==> config.mk <==
export PLATFORM = sky130hd
export DESIGN_NAME = hazard_ctrl_flat
export DESIGN_NICKNAME = d
export VERILOG_FILES = /design/src/rtl/hazard_if.sv /design/src/rtl/hazard_ctrl.sv /design/src/flat_wrapper.sv
export SDC_FILE = /design/constraint.sdc
export NUM_CORES = 1
export LEC_CHECK = 0
export BUFFER_PORTS_ARGS = -buffer_cell sky130_fd_sc_hd__buf_2
export CORE_ASPECT_RATIO = 1.4
export CORE_MARGIN = 2
export CORE_UTILIZATION = 50
export CTS_BUF_LIST = sky130_fd_sc_hd__clkbuf_2
export DETAILED_ROUTE_END_ITERATION = 10
export PLACE_DENSITY = 0.72
export SLEW_MARGIN = 20
export SYNTH_ARGS = -nofsm -noshare
export SYNTH_HDL_FRONTEND = slang
export SYNTH_SLANG_ARGS = --single-unit
==> constraint.sdc <==
create_clock -name clk -period 4.1 [get_ports clk]
set_clock_uncertainty 0.2 [all_clocks]
set_input_delay 0.82 -clock clk [delete_from_list [all_inputs] [get_ports clk]]
set_output_delay 0.82 -clock clk [all_outputs]
set_load 0.01 [all_outputs]
==> src/rtl/hazard_if.sv <==
// D-stage decoder inputs and hazard/forwarding outputs of the pipeline
// hazard controller, bundled so the datapath and the controller share one port.
interface hazard_if #(
   parameter int AW = 5,
   parameter int TW = 2
);
   logic [AW-1:0] rs_d;
   logic [AW-1:0] rt_d;
   logic [TW-1:0] tuse_rs_d;
   logic [TW-1:0] tuse_rt_d;
   logic [AW-1:0] a3_d;
   logic          regwrite_d;
   logic [TW-1:0] tnew_d;
   logic          md_start_d;
   logic          md_div_d;
   logic          md_use_d;

   logic          stall;
   logic [2:0]    fwd_rs_d;
   logic [2:0]    fwd_rt_d;
   logic [2:0]    fwd_rs_e;
   logic [2:0]    fwd_rt_e;
   logic [2:0]    fwd_rt_m;
   logic          md_busy;

   // Decoder / datapath side: drives the D-stage description, consumes controls.
   modport master (
      output rs_d, rt_d, tuse_rs_d, tuse_rt_d, a3_d, regwrite_d, tnew_d,
             md_start_d, md_div_d, md_use_d,
      input  stall, fwd_rs_d, fwd_rt_d, fwd_rs_e, fwd_rt_e, fwd_rt_m, md_busy
   );

   // Hazard controller side.
   modport slave (
      input  rs_d, rt_d, tuse_rs_d, tuse_rt_d, a3_d, regwrite_d, tnew_d,
             md_start_d, md_div_d, md_use_d,
      output stall, fwd_rs_d, fwd_rt_d, fwd_rs_e, fwd_rt_e, fwd_rt_m, md_busy
   );
endinterface

==> src/rtl/hazard_ctrl.sv <==
// Hazard and forwarding controller for the five-stage pipeline. Keeps a
// registered shadow of the E/M/W writers (aging Tnew each cycle), derives all
// forward selects and the D-stage stall from it, and tracks mult/div occupancy.
module hazard_ctrl #(
   parameter int AW      = 5,
   parameter int TW      = 2,
   parameter int MUL_CYC = 5,
   parameter int DIV_CYC = 10,
   parameter int CW      = 4
) (
   input logic     clk,
   input logic     rst_n,
   hazard_if.slave hz
);

   // Shadow of the E stage
   logic          e_valid_q, e_valid_d;
   logic          e_regwrite_q, e_regwrite_d;
   logic [AW-1:0] e_a3_q, e_a3_d;
   logic [TW-1:0] e_tnew_q, e_tnew_d;
   logic [AW-1:0] e_rs_q, e_rs_d;
   logic [AW-1:0] e_rt_q, e_rt_d;
   logic          e_md_start_q, e_md_start_d;
   logic          e_md_div_q, e_md_div_d;
   // Shadow of the M stage
   logic          m_valid_q, m_valid_d;
   logic          m_regwrite_q, m_regwrite_d;
   logic [AW-1:0] m_a3_q, m_a3_d;
   logic [TW-1:0] m_tnew_q, m_tnew_d;
   logic [AW-1:0] m_rt_q, m_rt_d;
   // Shadow of the W stage
   logic          w_valid_q, w_valid_d;
   logic          w_regwrite_q, w_regwrite_d;
   logic [AW-1:0] w_a3_q, w_a3_d;
   logic [TW-1:0] w_tnew_q, w_tnew_d;
   // Mult/div busy counter
   logic [CW-1:0] cnt_q, cnt_d;

   logic md_busy_w;
   logic md_stall_w;
   logic stall_w;

   // A stage can supply register x only if it really writes x and x is not $0.
   function automatic logic live(input logic v, input logic rw,
                                 input logic [AW-1:0] a3, input logic [AW-1:0] x);
      return v && rw && (a3 != '0) && (a3 == x);
   endfunction

   // Tnew counts down to zero and stays there.
   function automatic logic [TW-1:0] age(input logic [TW-1:0] t);
      return (t == '0) ? '0 : t - TW'(1);
   endfunction

   // D-stage consumers (gi=0: rs, gi=1: rt): youngest writer decides select and hazard.
   for (genvar gi = 0; gi < 2; gi++) begin : g_src_d
      logic [AW-1:0] src;
      logic [TW-1:0] tuse;
      logic [2:0]    sel;
      logic          haz;
      logic          hit;
      logic [TW-1:0] ytnew;

      assign src  = (gi == 0) ? hz.rs_d : hz.rt_d;
      assign tuse = (gi == 0) ? hz.tuse_rs_d : hz.tuse_rt_d;

      // Pick the youngest live writer; older matches are shadowed by it.
      always_comb begin
         sel   = 3'b000;
         hit   = 1'b0;
         ytnew = '0;
         if (live(e_valid_q, e_regwrite_q, e_a3_q, src)) begin
            hit   = 1'b1;
            ytnew = e_tnew_q;
            sel   = (e_tnew_q == '0) ? 3'b001 : 3'b000;
         end else if (live(m_valid_q, m_regwrite_q, m_a3_q, src)) begin
            hit   = 1'b1;
            ytnew = m_tnew_q;
            sel   = (m_tnew_q == '0) ? 3'b010 : 3'b000;
         end else if (live(w_valid_q, w_regwrite_q, w_a3_q, src)) begin
            hit   = 1'b1;
            ytnew = w_tnew_q;
            sel   = (w_tnew_q == '0) ? 3'b011 : 3'b000;
         end
         haz = hit && (src != '0) && (tuse != '1) && (ytnew > tuse);
      end
   end

   // E-stage consumers (gi=0: rs, gi=1: rt) can only be fed from M or W.
   for (genvar gi = 0; gi < 2; gi++) begin : g_src_e
      logic [AW-1:0] src;
      logic [2:0]    sel;

      assign src = (gi == 0) ? e_rs_q : e_rt_q;

      // Youngest of M over W; a writer not yet ready gives no forward.
      always_comb begin
         sel = 3'b000;
         if (live(m_valid_q, m_regwrite_q, m_a3_q, src)) begin
            sel = (m_tnew_q == '0) ? 3'b001 : 3'b000;
         end else if (live(w_valid_q, w_regwrite_q, w_a3_q, src)) begin
            sel = (w_tnew_q == '0) ? 3'b011 : 3'b000;
         end
      end
   end

   assign md_busy_w  = (cnt_q != '0) || (e_valid_q && e_md_start_q);
   assign md_stall_w = (hz.md_use_d || hz.md_start_d) && md_busy_w;
   assign stall_w    = g_src_d[0].haz || g_src_d[1].haz || md_stall_w;

   assign hz.stall    = stall_w;
   assign hz.md_busy  = md_busy_w;
   assign hz.fwd_rs_d = g_src_d[0].sel;
   assign hz.fwd_rt_d = g_src_d[1].sel;
   assign hz.fwd_rs_e = g_src_e[0].sel;
   assign hz.fwd_rt_e = g_src_e[1].sel;
   // M-stage store data can only come from W.
   assign hz.fwd_rt_m = (live(w_valid_q, w_regwrite_q, w_a3_q, m_rt_q) && (w_tnew_q == '0))
                        ? 3'b001 : 3'b000;

   // Next shadow state: D->E (or an all-zero bubble), E->M->W always advance.
   always_comb begin
      e_valid_d    = 1'b0;
      e_regwrite_d = 1'b0;
      e_a3_d       = '0;
      e_tnew_d     = '0;
      e_rs_d       = '0;
      e_rt_d       = '0;
      e_md_start_d = 1'b0;
      e_md_div_d   = 1'b0;
      if (!stall_w) begin
         e_valid_d    = 1'b1;
         e_regwrite_d = hz.regwrite_d;
         e_a3_d       = hz.a3_d;
         e_tnew_d     = hz.tnew_d;
         e_rs_d       = hz.rs_d;
         e_rt_d       = hz.rt_d;
         e_md_start_d = hz.md_start_d;
         e_md_div_d   = hz.md_div_d;
      end
      m_valid_d    = e_valid_q;
      m_regwrite_d = e_regwrite_q;
      m_a3_d       = e_a3_q;
      m_tnew_d     = age(e_tnew_q);
      m_rt_d       = e_rt_q;
      w_valid_d    = m_valid_q;
      w_regwrite_d = m_regwrite_q;
      w_a3_d       = m_a3_q;
      w_tnew_d     = age(m_tnew_q);
      // A mult/div leaving E reloads the counter, taking priority over the decrement.
      cnt_d = cnt_q;
      if (e_valid_q && e_md_start_q) begin
         cnt_d = e_md_div_q ? CW'(DIV_CYC) : CW'(MUL_CYC);
      end else if (cnt_q != '0) begin
         cnt_d = cnt_q - CW'(1);
      end
   end

   // Shadow and counter registers; reset empties the pipeline shadow at once.
   always_ff @(posedge clk or negedge rst_n) begin
      if (!rst_n) begin
         e_valid_q    <= 1'b0;
         e_regwrite_q <= 1'b0;
         e_a3_q       <= '0;
         e_tnew_q     <= '0;
         e_rs_q       <= '0;
         e_rt_q       <= '0;
         e_md_start_q <= 1'b0;
         e_md_div_q   <= 1'b0;
         m_valid_q    <= 1'b0;
         m_regwrite_q <= 1'b0;
         m_a3_q       <= '0;
         m_tnew_q     <= '0;
         m_rt_q       <= '0;
         w_valid_q    <= 1'b0;
         w_regwrite_q <= 1'b0;
         w_a3_q       <= '0;
         w_tnew_q     <= '0;
         cnt_q        <= '0;
      end else begin
         e_valid_q    <= e_valid_d;
         e_regwrite_q <= e_regwrite_d;
         e_a3_q       <= e_a3_d;
         e_tnew_q     <= e_tnew_d;
         e_rs_q       <= e_rs_d;
         e_rt_q       <= e_rt_d;
         e_md_start_q <= e_md_start_d;
         e_md_div_q   <= e_md_div_d;
         m_valid_q    <= m_valid_d;
         m_regwrite_q <= m_regwrite_d;
         m_a3_q       <= m_a3_d;
         m_tnew_q     <= m_tnew_d;
         m_rt_q       <= m_rt_d;
         w_valid_q    <= w_valid_d;
         w_regwrite_q <= w_regwrite_d;
         w_a3_q       <= w_a3_d;
         w_tnew_q     <= w_tnew_d;
         cnt_q        <= cnt_d;
      end
   end

endmodule

==> src/flat_wrapper.sv <==
// flat-port wrapper written by rule: the top's interface ports become plain ports
module hazard_ctrl_flat 
#(
   parameter int AW      = 5,
   parameter int TW      = 2,
   parameter int MUL_CYC = 5,
   parameter int DIV_CYC = 10,
   parameter int CW      = 4
)
  (clk, rst_n, hz_rs_d, hz_rt_d, hz_tuse_rs_d, hz_tuse_rt_d, hz_a3_d, hz_regwrite_d, hz_tnew_d, hz_md_start_d, hz_md_div_d, hz_md_use_d, hz_stall, hz_fwd_rs_d, hz_fwd_rt_d, hz_fwd_rs_e, hz_fwd_rt_e, hz_fwd_rt_m, hz_md_busy);
  hazard_if #(.AW(AW), .TW(TW)) hz_i ();
  input logic clk;
  input logic rst_n;
  input wire logic [$bits(hz_i.rs_d)-1:0] hz_rs_d;
  input wire logic [$bits(hz_i.rt_d)-1:0] hz_rt_d;
  input wire logic [$bits(hz_i.tuse_rs_d)-1:0] hz_tuse_rs_d;
  input wire logic [$bits(hz_i.tuse_rt_d)-1:0] hz_tuse_rt_d;
  input wire logic [$bits(hz_i.a3_d)-1:0] hz_a3_d;
  input wire logic [$bits(hz_i.regwrite_d)-1:0] hz_regwrite_d;
  input wire logic [$bits(hz_i.tnew_d)-1:0] hz_tnew_d;
  input wire logic [$bits(hz_i.md_start_d)-1:0] hz_md_start_d;
  input wire logic [$bits(hz_i.md_div_d)-1:0] hz_md_div_d;
  input wire logic [$bits(hz_i.md_use_d)-1:0] hz_md_use_d;
  output wire logic [$bits(hz_i.stall)-1:0] hz_stall;
  output wire logic [$bits(hz_i.fwd_rs_d)-1:0] hz_fwd_rs_d;
  output wire logic [$bits(hz_i.fwd_rt_d)-1:0] hz_fwd_rt_d;
  output wire logic [$bits(hz_i.fwd_rs_e)-1:0] hz_fwd_rs_e;
  output wire logic [$bits(hz_i.fwd_rt_e)-1:0] hz_fwd_rt_e;
  output wire logic [$bits(hz_i.fwd_rt_m)-1:0] hz_fwd_rt_m;
  output wire logic [$bits(hz_i.md_busy)-1:0] hz_md_busy;
  assign hz_i.rs_d = hz_rs_d;
  assign hz_i.rt_d = hz_rt_d;
  assign hz_i.tuse_rs_d = hz_tuse_rs_d;
  assign hz_i.tuse_rt_d = hz_tuse_rt_d;
  assign hz_i.a3_d = hz_a3_d;
  assign hz_i.regwrite_d = hz_regwrite_d;
  assign hz_i.tnew_d = hz_tnew_d;
  assign hz_i.md_start_d = hz_md_start_d;
  assign hz_i.md_div_d = hz_md_div_d;
  assign hz_i.md_use_d = hz_md_use_d;
  assign hz_stall = hz_i.stall;
  assign hz_fwd_rs_d = hz_i.fwd_rs_d;
  assign hz_fwd_rt_d = hz_i.fwd_rt_d;
  assign hz_fwd_rs_e = hz_i.fwd_rs_e;
  assign hz_fwd_rt_e = hz_i.fwd_rt_e;
  assign hz_fwd_rt_m = hz_i.fwd_rt_m;
  assign hz_md_busy = hz_i.md_busy;
  hazard_ctrl #(.AW(AW), .TW(TW), .MUL_CYC(MUL_CYC), .DIV_CYC(DIV_CYC), .CW(CW)) u_core (.clk(clk), .rst_n(rst_n), .hz(hz_i));
endmodule
# Yosys cells after proc, flatten, opt, wreduce, memory -nomap -nowiden
# Index checks and enable logic that the tools add are counted.
[totals]
output_inout_bits = 17
ff_bits = 48
[op_classes]
n_mux = 40
eq_ne = 13
n_addsub = 3
n_lt_le_gt_ge = 2
reduce_logical = 40
[op_table]
columns = ["cell", "count"]
rows = [
  ["equality test 5 bit", 11],
  ["two-way mux 3 bit", 10],
  ["logical AND 1 bit", 26],
  ["nonzero test 5 bit", 5],
  ["two-way mux 2 bit", 11],
  ["two-way mux 5 bit", 3],
  ["two-way mux 1 bit", 13],
  ["two-way mux 4 bit", 3],
  ["logical NOT 2 bit", 3],
  ["greater-than comparator 2 bit", 2],
  ["logical OR 1 bit", 4],
  ["!= test 2 bit, second input constant", 2],
  ["nonzero test 4 bit", 1],
  ["subtractor 2 x 1 -> 2 bit, second input constant", 2],
  ["subtractor 4 x 1 -> 4 bit, second input constant", 1],
  ["nonzero test 2 bit", 1],
]

# Logic depth before layout (Yosys ltp)
# Gate-level depths: netlist of the first run.
[depth]
depth_word = 12
depth_mapped = 13

# Least setup slack after synthesis of the first run
# Ideal clock, no wire load.
[synth_path]
path_kind = "input port to output port"
from = "input port hz_rt_d[1]"
to = "output port hz_stall"
path_stages = 12
slack_ns = 0.139
arrival_time_ns = 2.941
t_required_ns = 3.080
n_path_buf = 1
cell_sequence = "clkbuf_1 -> xnor2_1 -> nand2_1 -> nor4_1 -> nand3_1 -> a31o_2 -> ha_1 -> a22oi_1 -> o21ai_0 -> a21oi_1 -> o31ai_1 -> nand3_1"
[synth_via]
elab_chain_cells = 10
word_cells_on_any_way = 19
cone_classes = "1 x order compare; 3 x eq/ne; 6 x mux; 9 x reduce/logical"
[synth_lines]
columns = ["element", "line_no", "source"]
rows = [
  ["start, declared", "flat_wrapper.sv:15", "input wire logic [$bits(hz_i.rt_d)-1:0] hz_rt_d;"],
  ["branches (longest 7 deep; another with greater-than comparator 2 bit)", "n/a", ""],
  ["logical AND 1 bit (*)", "hazard_ctrl.sv:84", "haz = hit && (src != '0) && (tuse != '1) && (ytnew > tuse);"],
  ["logical OR 1 bit (*) (2 in series)", "hazard_ctrl.sv:108", "assign stall_w = g_src_d[0].haz || g_src_d[1].haz || md_stall_w;"],
  ["end, declared", "flat_wrapper.sv:24", "output wire logic [$bits(hz_i.stall)-1:0] hz_stall;"],
]
# Every way passes the cells marked *.

# Worst setup path after layout of the first run
[layout_path]
from = "register u_core.m_a3_q[3]"
to = "output port hz_stall"
[layout_via]
elab_chain_cells = 10
word_cells_on_any_way = 24
cone_classes = "2 x order compare; 2 x eq/ne; 8 x mux; 12 x reduce/logical"
[layout_lines]
columns = ["element", "line_no", "source"]
rows = [
  ["start, declared", "hazard_ctrl.sv:28", "logic [AW-1:0] m_a3_q, m_a3_d;"],
  ["start signal, assigned", "hazard_ctrl.sv:190", "m_a3_q <= m_a3_d;"],
  ["branches (longest 8 deep; another with greater-than comparator 2 bit)", "n/a", ""],
  ["logical OR 1 bit (*) (2 in series)", "hazard_ctrl.sv:108", ""],
]
# Marked as above.

==> summary.txt, run 1 <==
Pwr
  – Clk network pwr share: a little under a fifth
  – PD cells: 416 nW/um2
  – Total Power Consumption: 1.32 mW
  – Static Leak: about 1.6 nW
  – Max VDD drop: around 0.29 mV
  – Comb pwr share: 31.1%
  – Switch Pwr: 0.459 mW
  – Int Pwr: around 0.86 mW
  – Net Sw Frac: between 30% and 40%
  – Seq pwr share: approximately half

Final layout
  – # diodes: 0
  – Commonest non-fill, non-tap cells in the layout: 47 x dfrtp_1, 36 x buf_2, 31 x nor3_1, 30 x xor2_1, 28 x nand2_1
  – Commonest non-fill, non-tap cell in the layout: dfrtp_1
  – Layout area overhead: 13.8%
  – Post-Layout Inst Area: 3180 um2
  – Nets@finish: approximately 360
  – Share of layout cells above drive strength 1: between 20% and 30%

Drt
  – Via count: between 2000 and 2500
  – Post-route ant nets: 0
  – Post-DR vias/cell: between 5 and 6
  – Pre-Repair DR Iteration Count: 4
  – Initial DRC count: about 90
  – DRC: 0
  – Drt total wl: around 6.5 mm
  – Wirelength per Cell: roughly 16 um

Timing
  – Slew Limit Headroom: 60.9%
  – Hold Fails Final Rpt: 0
  – Max Fclk: 235 MHz
  – Slew Viols, Final: 0
  – Period Utilization, post-route: 104%
  – Final worst path period need: between 4000 and 5000 ps
  – Hold slack final: between 150 and 200 ps
  – Final Setup Violations: 1
  – Setup WS post-layout: -153 ps
  – RSZ-0062 raised after global routing: yes
  – Least-Margin Pin Slew: around 590 ps

Clock network
  – CTS tree: built
  – Root Driver: clkbuf_2
  – H-tree levels: 2
  – CTS Sinks: 48
  – Hold_buf cts: 0
  – Max Root-Sink Buffers: 2
  – Clk pin slew, worst setup/hold paths: around 230 ps
  – Num CTS Buffers: 5
  – Clk Latency, worst-skew pair: between 400 and 500 ps

Worst setup path
  – Reg2reg start: u_core.m_a3_q[3]
  – Cell depth of the worst flop-to-flop path: 13
  – WP data required: between 3000 and 4000 ps
  – Top delay family on crit path: compound AO/OA/AOI/OAI gates
  – R2R setup slack: 750 ps
  – Setup Crit Path Kind: reg -> out
  – Arr. time, crit path: ~3200 ps
  – Worst r2r dst: u_core.e_md_start_q
  – WP depth: 13
  – Max FO, Critical Path: 6
  – Crit end category: output pin
  – Cell mode on critical path: mux2i_1
  – Startpoint types: flop
  – Max incr delay on CP: around 430 ps
  – CP max-delay cell: dfrtp_1
  – Crit-path cells: or3_1 > o311a_4 > nand4_1 > buf_4 > mux2i_1 > mux2i_1 > ha_1 > a22oi_2 > o21ai_2 > a21oi_2 > o31ai_2 > nand3_1 > buf_2
  – Critical path buffers and inverters: 2

Synthesis
  – Asr flop ratio synth: 100%
  – Synthesis warning total: 0
  – Cell Area, Synth: approximately 2800 um2
  – Post-synthesis register bit count: 48
  – Distinct cell type count after synthesis: 38
  – EDFF count, synth: 0
  – Register area share after synthesis: between 40 and 50%
  – Ys flop type: dfrtp_1
  – Syn avg cell area: about 9.6 um2
  – Cells after Synth: 292

Outcome
  – Failing checks: setup timing
  – Status: complete, but fails checks

Floorplanning
  – Die Ht: a little over 90 um
  – Core area: about 5400 um2
  – Num rows: 32
  – I/O Pins: 44
  – Die area: between 6000 and 7000 um2
  – Initial core utilization: 51.3%
  – Die W: 67.2 um

Global routing
  – Largest net degree at the start of global routing: about 50
  – Remaining global-route overflow: 0
  – Initial antenna violation count: 0
  – GRT Total Usage: 22.5%
  – Global-route wire length before repair: around 10 mm
  – Number of global-route vias before repair: roughly 2100

Place
  – DP HPWL: between 4 and 5 mm
  – GPL Wtd Cong: 0.887
  – Port Buf Inserts: 37
  – Placed cell area: 3040 um2

Run
  – Max Cap Viol: 0

Min path
  – Min-Delay Path Class: in -> async
==> cells in the mapped netlist (3+ instances only) <==
library cell   n  area, um2
dfrtp_1       48       1200
ha_1           6       75.1
nor2b_1        5       31.3
inv_1          6       22.5
nor3_1        31        155
nand2_1       28        105
nand4_1        8       50.1
nor2_1        13       48.8
buf_2          5       25.0
clkbuf_1      17       63.8
buf_6          3       33.8
mux2i_1        4       40.0
a21oi_1        6       30.0
xnor2_1       27        236
o21ai_0        6       30.0
and4_1         4       35.0
nor4_1         3       18.8
xor2_1        30        263
buf_4          6       45.0
nand3_1       10       50.1
==> cells by family after synthesis <==
logic type	Yosys count	share of synthesized area, %
other	1	0.134
adder cells (fa/ha/maj)	6	2.69
AND/OR/NAND/NOR	112	20.9
flip-flops	48	43.0
XOR/XNOR	57	17.9
AO/OA/AOI/OAI	25	6.36
multiplexers	6	2.24
buffers and inverters	37	6.81
==> power by group through the flow <==
stage	Combinational, mW	Sequential, mW	Clock [mW]
4_1_cts	0.405	0.657	0.256
5_1_grt	0.463	0.670	0.275
6_report	0.412	0.658	0.253
2_1_floorplan	0.331	0.626	0
3_3_place_gp	0.392	0.663	0
3_5_place_dp	0.402	0.666	0
==> through the flow <==
step | cells | setup slack (ps) | TNS (ps) | utilization [%]
2_1_floorplan | 297 | 139 | 0 | -
3_3_place_gp | 387 | -92.1 | -92.1 | 55.7
3_5_place_dp | 387 | -78.6 | -78.6 | 55.7
4_1_cts | 396 | -126 | -126 | 57.4
5_1_grt | 400 | -305 | -305 | 58.4
6_report | 400 | -153 | -153 | 58.4
==> metal layers <==
layer / up-vias / GRT usage (%) / wire length [um]
met4: 0 / 10.2 / 221
met2: 71 / 40.7 / 3550
met1: 1066 / 25.0 / 2430
met5: - / 0 / 0
li1: 1057 / - / -
met3: 20 / 3.52 / 259
==> how the worst max path moves through the flow <==
stage                     start  endpoint  slack [ps]
2_1_floorplan        hz_rt_d[1]  hz_stall         140
3_3_place_gp         hz_rs_d[4]  hz_stall         -90
3_5_place_dp         hz_rs_d[4]  hz_stall         -80
4_1_cts        u_core.m_a3_q[1]  hz_stall        -130
5_1_grt        u_core.m_a3_q[3]  hz_stall        -310
6_report       u_core.m_a3_q[3]  hz_stall        -150
==> final cells by class <==
| type | instances | area [um2] |
|---|---|---|
| flip-flops and latches | 48 | 1200 |
| inverters | 6 | 22.5 |
| clock buffers | 5 | 25.0 |
| repair buffers | 58 | 345 |
| multi-input cells | 212 | 1460 |
| fillers | 513 | 2260 |
| clock inverters | 3 | 42.5 |
| well taps | 68 | 85.1 |
==> repair_timing <==
item                                    CTS  global route
setup buffers                             1             4
resized for setup                         4             7
pin swaps                                 0             5
endpoints found under the setup margin    1             1
==> flip-flops by register name (all words and copies together), names as in the netlist, 2 cells and up <==
name	count
u_core.e_rt_q	5
u_core.w_tnew_q	2
u_core.e_tnew_q	2
u_core.e_rs_q	5
u_core.w_a3_q	5
u_core.m_a3_q	5
u_core.m_tnew_q	2
u_core.cnt_q	4
u_core.e_a3_q	5
u_core.m_rt_q	5
(Power assumes the default switching activity.)
==> inputs of run 2 (changes only) <==
==> constraint.sdc (replaced) <==
create_clock -name clk -period 4.1 [get_ports clk]
set_clock_uncertainty 0.2 [all_clocks]
set_input_delay 0.205 -clock clk [delete_from_list [all_inputs] [get_ports clk]]
set_output_delay 0.205 -clock clk [all_outputs]
set_load 0.01 [all_outputs]
==> summary.txt, run 2 (synthesis results as in run 1) <==
Worst setup path
  – Crit-path cells: or3_1 > o311a_4 > nand4_1 > mux2_2 > a21oi_1 > ha_1 > a22oi_1 > o21ai_0 > a21oi_1 > o31ai_1 > nand3_1 > buf_2
  – Critical path buffers and inverters: 1
  – Max incr delay on CP: around 560 ps
  – WP depth: 12
  – Setup Crit Path Kind: reg -> out
  – Cell mode on critical path: a21oi_1
  – Crit end category: output pin
  – Setup crit start: u_core.m_a3_q[3]
  – Worst setup path endpoint: hz_stall
  – R2R setup slack: between 500 and 600 ps
  – Cell depth of the worst flop-to-flop path: 12
  – Max FO, Critical Path: 6
  – Worst r2r dst: u_core.e_rs_q[0]
  – Arr. time, crit path: between 3000 and 4000 ps
  – Top delay family on crit path: compound AO/OA/AOI/OAI gates
  – Startpoint types: flop
  – CP max-delay cell: dfrtp_1
  – Reg2reg start: u_core.m_a3_q[3]
  – WP data required: 3690 ps

Outcome
  – Status: finished clean

Clock network
  – Clk Latency, worst-skew pair: roughly 450 ps
  – Num CTS Buffers: 5
  – Clk pin slew, worst setup/hold paths: ~260 ps
  – CTS tree: built
  – H-tree levels: 2
  – Number of post-CTS setup repair buffers: 0
  – Root Driver: clkbuf_2
  – Max Root-Sink Buffers: 2
  – CTS Sinks: 48

Global routing
  – Initial antenna violation count: 0
  – Global-route wire length before repair: approximately 11 mm
  – GRT Total Usage: around a quarter
  – Largest net degree at the start of global routing: 49
  – Remaining global-route overflow: 0
  – Number of global-route vias before repair: ~2200

Final layout
  – Fillers: 482
  – Share of layout cells above drive strength 1: approximately 17%
  – # diodes: 0
  – Multi-input logic area: between 1000 and 1500 um2
  – Post-Layout Inst Area: 3280 um2
  – Commonest non-fill, non-tap cell in the layout: dfrtp_1
  – Reg area: roughly 1200 um2
  – Fin cells: just over 400
  – Layout area overhead: 17.5%
  – Commonest non-fill, non-tap cells in the layout: 48 x dfrtp_1, 36 x buf_2, 31 x nor3_1, 30 x xor2_1, 28 x nand2_1
  – Fin util: roughly 60%
  – Nets@finish: ~370

Floorplanning
  – Die area: between 6000 and 7000 um2
  – Die Ht: about 92 um
  – Num rows: 32
  – Initial core utilization: slightly above 50%
  – Core area: 5450 um2
  – I/O Pins: 44
  – Die W: ~67 um

Timing
  – Max Fclk: ~270 MHz
  – Hold slack final: roughly 1.5 ps
  – Setup WS post-layout: ~330 ps
  – RSZ-0062 raised after global routing: no
  – Least-Margin Pin Slew: around 700 ps
  – Setup TNS: 0 ps
  – Slew Viols, Final: 0
  – Period Utilization, post-route: between 90% and 100%
  – Final Setup Violations: 0
  – Slew Limit Headroom: 53.5%
  – Final worst path period need: roughly 3800 ps
  – Hold Fails Final Rpt: 0

Place
  – Placed cell area: 2950 um2
  – Port Buf Inserts: 37
  – GPL Wtd Cong: around 0.88
  – DP HPWL: roughly 4.7 mm
  – Placed Instances: around 370
  – Place WS: about 600 ps

Drt
  – Initial DRC count: 97
  – Post-route ant nets: 0
  – Via count: 2208
  – Drt total wl: 6.47 mm
  – Post-DR vias/cell: between 5 and 6
  – Wirelength per Cell: roughly 16 um
  – DRC: 0
  – Pre-Repair DR Iteration Count: 4

Run
  – Max Cap Viol: 0

Pwr
  – Static Leak: between 1.5 and 2 nW
  – Total Power Consumption: 1.39 mW
  – Max VDD drop: around 0.36 mV
  – PD cells: 424 nW/um2

Min path
  – Min-Delay Path Class: in -> reg
[run 2: cell types whose count changed in the layout (fill, tap and decap cells not counted), moves of 2 or more]
| cell | before | now |
|---|---|---|
| a21oi_1 | 4 | 6 |
| a21oi_2 | 2 | 0 |
| buf_4 | 22 | 3 |
| o21ai_0 | 3 | 5 |
| o31ai_1 | 0 | 2 |
| dlygate4sd3_1 | 0 | 23 |
| o31ai_2 | 2 | 0 |
[run 2: what timing repair did]
action                                  4_1_cts  5_1_grt
hold endpoints to repair                     68        0
hold buffers                                 23        0
endpoints found under the setup margin        0        1
gates resized for setup                       0        1
[run 2: where the power goes]
group	leakage [nW]	switching, mW	internal [mW]
Sequential	0.634	0.115	0.563
Combinational	0.936	0.191	0.195
Clock	0.0536	0.160	0.166
[run 2: layout make-up]
cell class,instances,share of cell area (%)
clock inverters,3,2.10
well taps,68,2.59
multi-input cells,212,43.5
clock buffers,5,0.762
inverters,6,0.686
repair buffers,63,13.8
flip-flops and latches,48,36.6
[run 2: worst min-delay path by stage]
stage / slack [ps] / endpoint / startpoint / cells past startpoint
final: 2 / u_core.e_rt_q[1] / hz_md_use_d / 4
after global routing: 10 / u_core.e_rt_q[2] / hz_md_use_d / 4
after CTS: 2 / u_core.e_rt_q[1] / hz_md_use_d / 4
after detailed placement: 210 / u_core.m_regwrite_q / u_core.e_regwrite_q / 0
after global placement: 200 / u_core.m_regwrite_q / u_core.e_regwrite_q / 0
after floorplan: -290 / u_core.cnt_q[0] / rst_n / 0
[run 2: layer usage]
layer	routed length [um]	GRT usage, %	share of wire [%]	vias to the layer above
met5	0	0	0	-
met4	140	8.16	2.2	0
met3	218	3.04	3.4	9
met2	3500	40.5	54	62
met1	2620	29.3	40	1077
li1	-	-	-	1060
[run 2: worst reg2reg max path, delay by kind of cell (launching register included)]
kind / cells / cell delay [ps]
adders and majority gates: 1 / 250
buffers and inverters: 1 / 190
and+or+nand+nor: 3 / 560
DFF: 1 / 560
AOI/OAI and AO/OA: 6 / 1360
muxes: 1 / 350
==> inputs of run 3 (changes only) <==
--- a/config.mk
+++ b/config.mk
@@ -12,6 +12,7 @@
 export CTS_BUF_LIST = sky130_fd_sc_hd__clkbuf_2
 export DETAILED_ROUTE_END_ITERATION = 10
 export PLACE_DENSITY = 0.72
+export RECOVER_POWER = 100
 export SLEW_MARGIN = 20
 export SYNTH_ARGS = -nofsm -noshare
 export SYNTH_HDL_FRONTEND = slang
==> summary.txt, run 3 (synthesis results as in run 1) <==
Timing
  – Final worst path period need: 3780 ps
  – Period Utilization, post-route: 92.2%
  – Setup TNS: 0 ps
  – RSZ-0062 raised after global routing: no
  – Hold Fails Final Rpt: 0
  – Final Setup Violations: 0
  – Slew Viols, Final: 49
  – Slew Limit Headroom: -65.9%
  – Least-Margin Pin Slew: ~2500 ps
  – Max Fclk: 265 MHz

Floorplanning
  – Core area: between 5000 and 6000 um2
  – Die Ht: roughly 92 um
  – Initial core utilization: about half
  – Num rows: 32
  – Die area: slightly above 6000 um2
  – I/O Pins: 44
  – Die W: 67.2 um

Global routing
  – GRT Total Usage: 23.4%
  – GR Util met2: around two fifths
  – Largest net degree at the start of global routing: 49
  – Global-route wire length before repair: about 11 mm
  – Number of global-route vias before repair: around 2200
  – Grt peak-use layer: met2
  – Met3 Use GR: around 3%
  – Met1 Track Usage GR: slightly below 30%
  – Remaining global-route overflow: 0
  – Initial antenna violation count: 0

Worst setup path
  – CP max-delay cell: dfrtp_1
  – Cell mode on critical path: nand3_1
  – Crit end category: output pin
  – Arr. time, crit path: roughly 3400 ps
  – Critical path buffers and inverters: 1
  – Max incr delay on CP: 580 ps
  – Max FO, Critical Path: 6
  – WP data required: approximately 3700 ps
  – Crit-path cells: or4_1 > nor2_1 > nor4_2 > nand3_1 > a31o_2 > ha_1 > a22oi_1 > o21ai_0 > a21oi_1 > o31ai_1 > nand3_1 > buf_2
  – Top delay family on crit path: simple AND/OR/NAND/NOR gates
  – Setup Crit Path Kind: reg -> out
  – Startpoint types: flop

Drt
  – DRC: 0
  – Drt total wl: approximately 6.5 mm
  – Initial DRC count: approximately 110
  – Via count: 2200
  – Post-route ant nets: 0
  – Pre-Repair DR Iteration Count: 4
  – Wirelength per Cell: approximately 16 um
  – Post-DR vias/cell: 5.43

Clock network
  – Clk Latency, worst-skew pair: 450 ps
  – Num CTS Buffers: 5
  – CTS tree: built
  – Root Driver: clkbuf_2
  – Max Root-Sink Buffers: 2
  – H-tree levels: 2
  – Clk pin slew, worst setup/hold paths: about 260 ps
  – CTS Sinks: 48

Outcome
  – Failing checks: capacitance limit, slew limit
  – Status: complete, but fails checks

Final layout
  – Fin util: about three fifths
  – # diodes: 0
  – Layout area overhead: 16.4%
  – Share of layout cells above drive strength 1: between 10 and 15%
  – Commonest non-fill, non-tap cell in the layout: dfrtp_1
  – Commonest non-fill, non-tap cells in the layout: 48 x dfrtp_1, 31 x nor3_1, 30 x xor2_1, 29 x buf_2, 28 x nand2_1
  – Post-Layout Inst Area: about 3300 um2
  – Nets@finish: 369

Place
  – Placed cell area: just under 3000 um2
  – GPL Wtd Cong: 0.879
  – Port Buf Inserts: 37
  – DP HPWL: around 4.7 mm

Pwr
  – Static Leak: between 1.5 and 2 nW
  – Max VDD drop: roughly 0.36 mV
  – PD cells: between 400 and 500 nW/um2

Min path
  – Min-Delay Path Class: in -> reg

Run
  – Max Cap Viol: 1
-- run 3: cell count changes in the layout (fill, tap and decap cells not counted) --
cell      before  now
buf_2         36   29
buf_12         1    0
and2_1         2    0
clkbuf_1       0    8
buf_4          3    2
clkbuf_2       5    6
or4_1          0    1
and2_0         0    2
or4_4          1    0
-- run 3: power by group --
| part | internal, mW | switching (mW) | total, mW |
|---|---|---|---|
| Sequential | 0.563 | 0.113 | 0.676 |
| Clock | 0.166 | 0.160 | 0.326 |
| Combinational | 0.191 | 0.191 | 0.382 |
| Total | 0.920 | 0.464 | 1.38 |
-- run 3: metrics by stage --
| step | setup slack, ps | cells | hold WS [ps] | power, mW |
|---|---|---|---|---|
| floorplan | 941 | 297 | -291 | 0.957 |
| global placement | 662 | 374 | 199 | 1.04 |
| detailed placement | 588 | 374 | 205 | 1.05 |
| CTS | 148 | 405 | 2.39 | 1.39 |
| global route | 13.2 | 405 | 10.8 | 1.48 |
| finish | 322 | 405 | 2.18 | 1.38 |
-- run 3: metal layers --
metal,vias up,wire (um)
met1,1063,2550
li1,1057,-
met5,-,0
met3,11,287
met2,69,3490
met4,0,144
-- run 3: cell type report --
type | instances | area [um2]
multi-input cells | 212 | 1420
fillers | 492 | 2190
inverters | 6 | 22.5
well taps | 68 | 85.1
clock inverters | 3 | 68.8
flip-flops and latches | 48 | 1200
repair buffers | 63 | 425
clock buffers | 5 | 25.0
-- run 3: worst paths after layout --
check | depth (start not counted) | start | slack (ps) | endpoint
hold reg to reg | 0 | u_core.e_regwrite_q | 250 | u_core.m_regwrite_q
min in group asynchronous | 2 | rst_n | 820 | u_core.cnt_q[2]
hold / removal | 4 | hz_md_use_d | 2 | u_core.e_rt_q[1]
setup / recovery | 12 | u_core.w_a3_q[4] | 320 | hz_stall
setup reg to reg | 12 | u_core.m_a3_q[1] | 380 | u_core.e_rs_q[0]
max in group asynchronous | 2 | rst_n | 1480 | u_core.m_tnew_q[1]
-- run 3: worst min-delay path, delay by kind of cell --
kind	cells	cell delay, ps
buffers and inverters	1	70
AOI/OAI and AO/OA	1	200
and+or+nand+nor	2	180
-- run 3: timing repair --
item / in CTS / in global routing
gates resized for setup: 0 / 1
setup endpoints to repair: 0 / 1
hold buffers: 23 / 0
endpoints found under the hold margin: 68 / 0
buffers inserted: 0 / 0
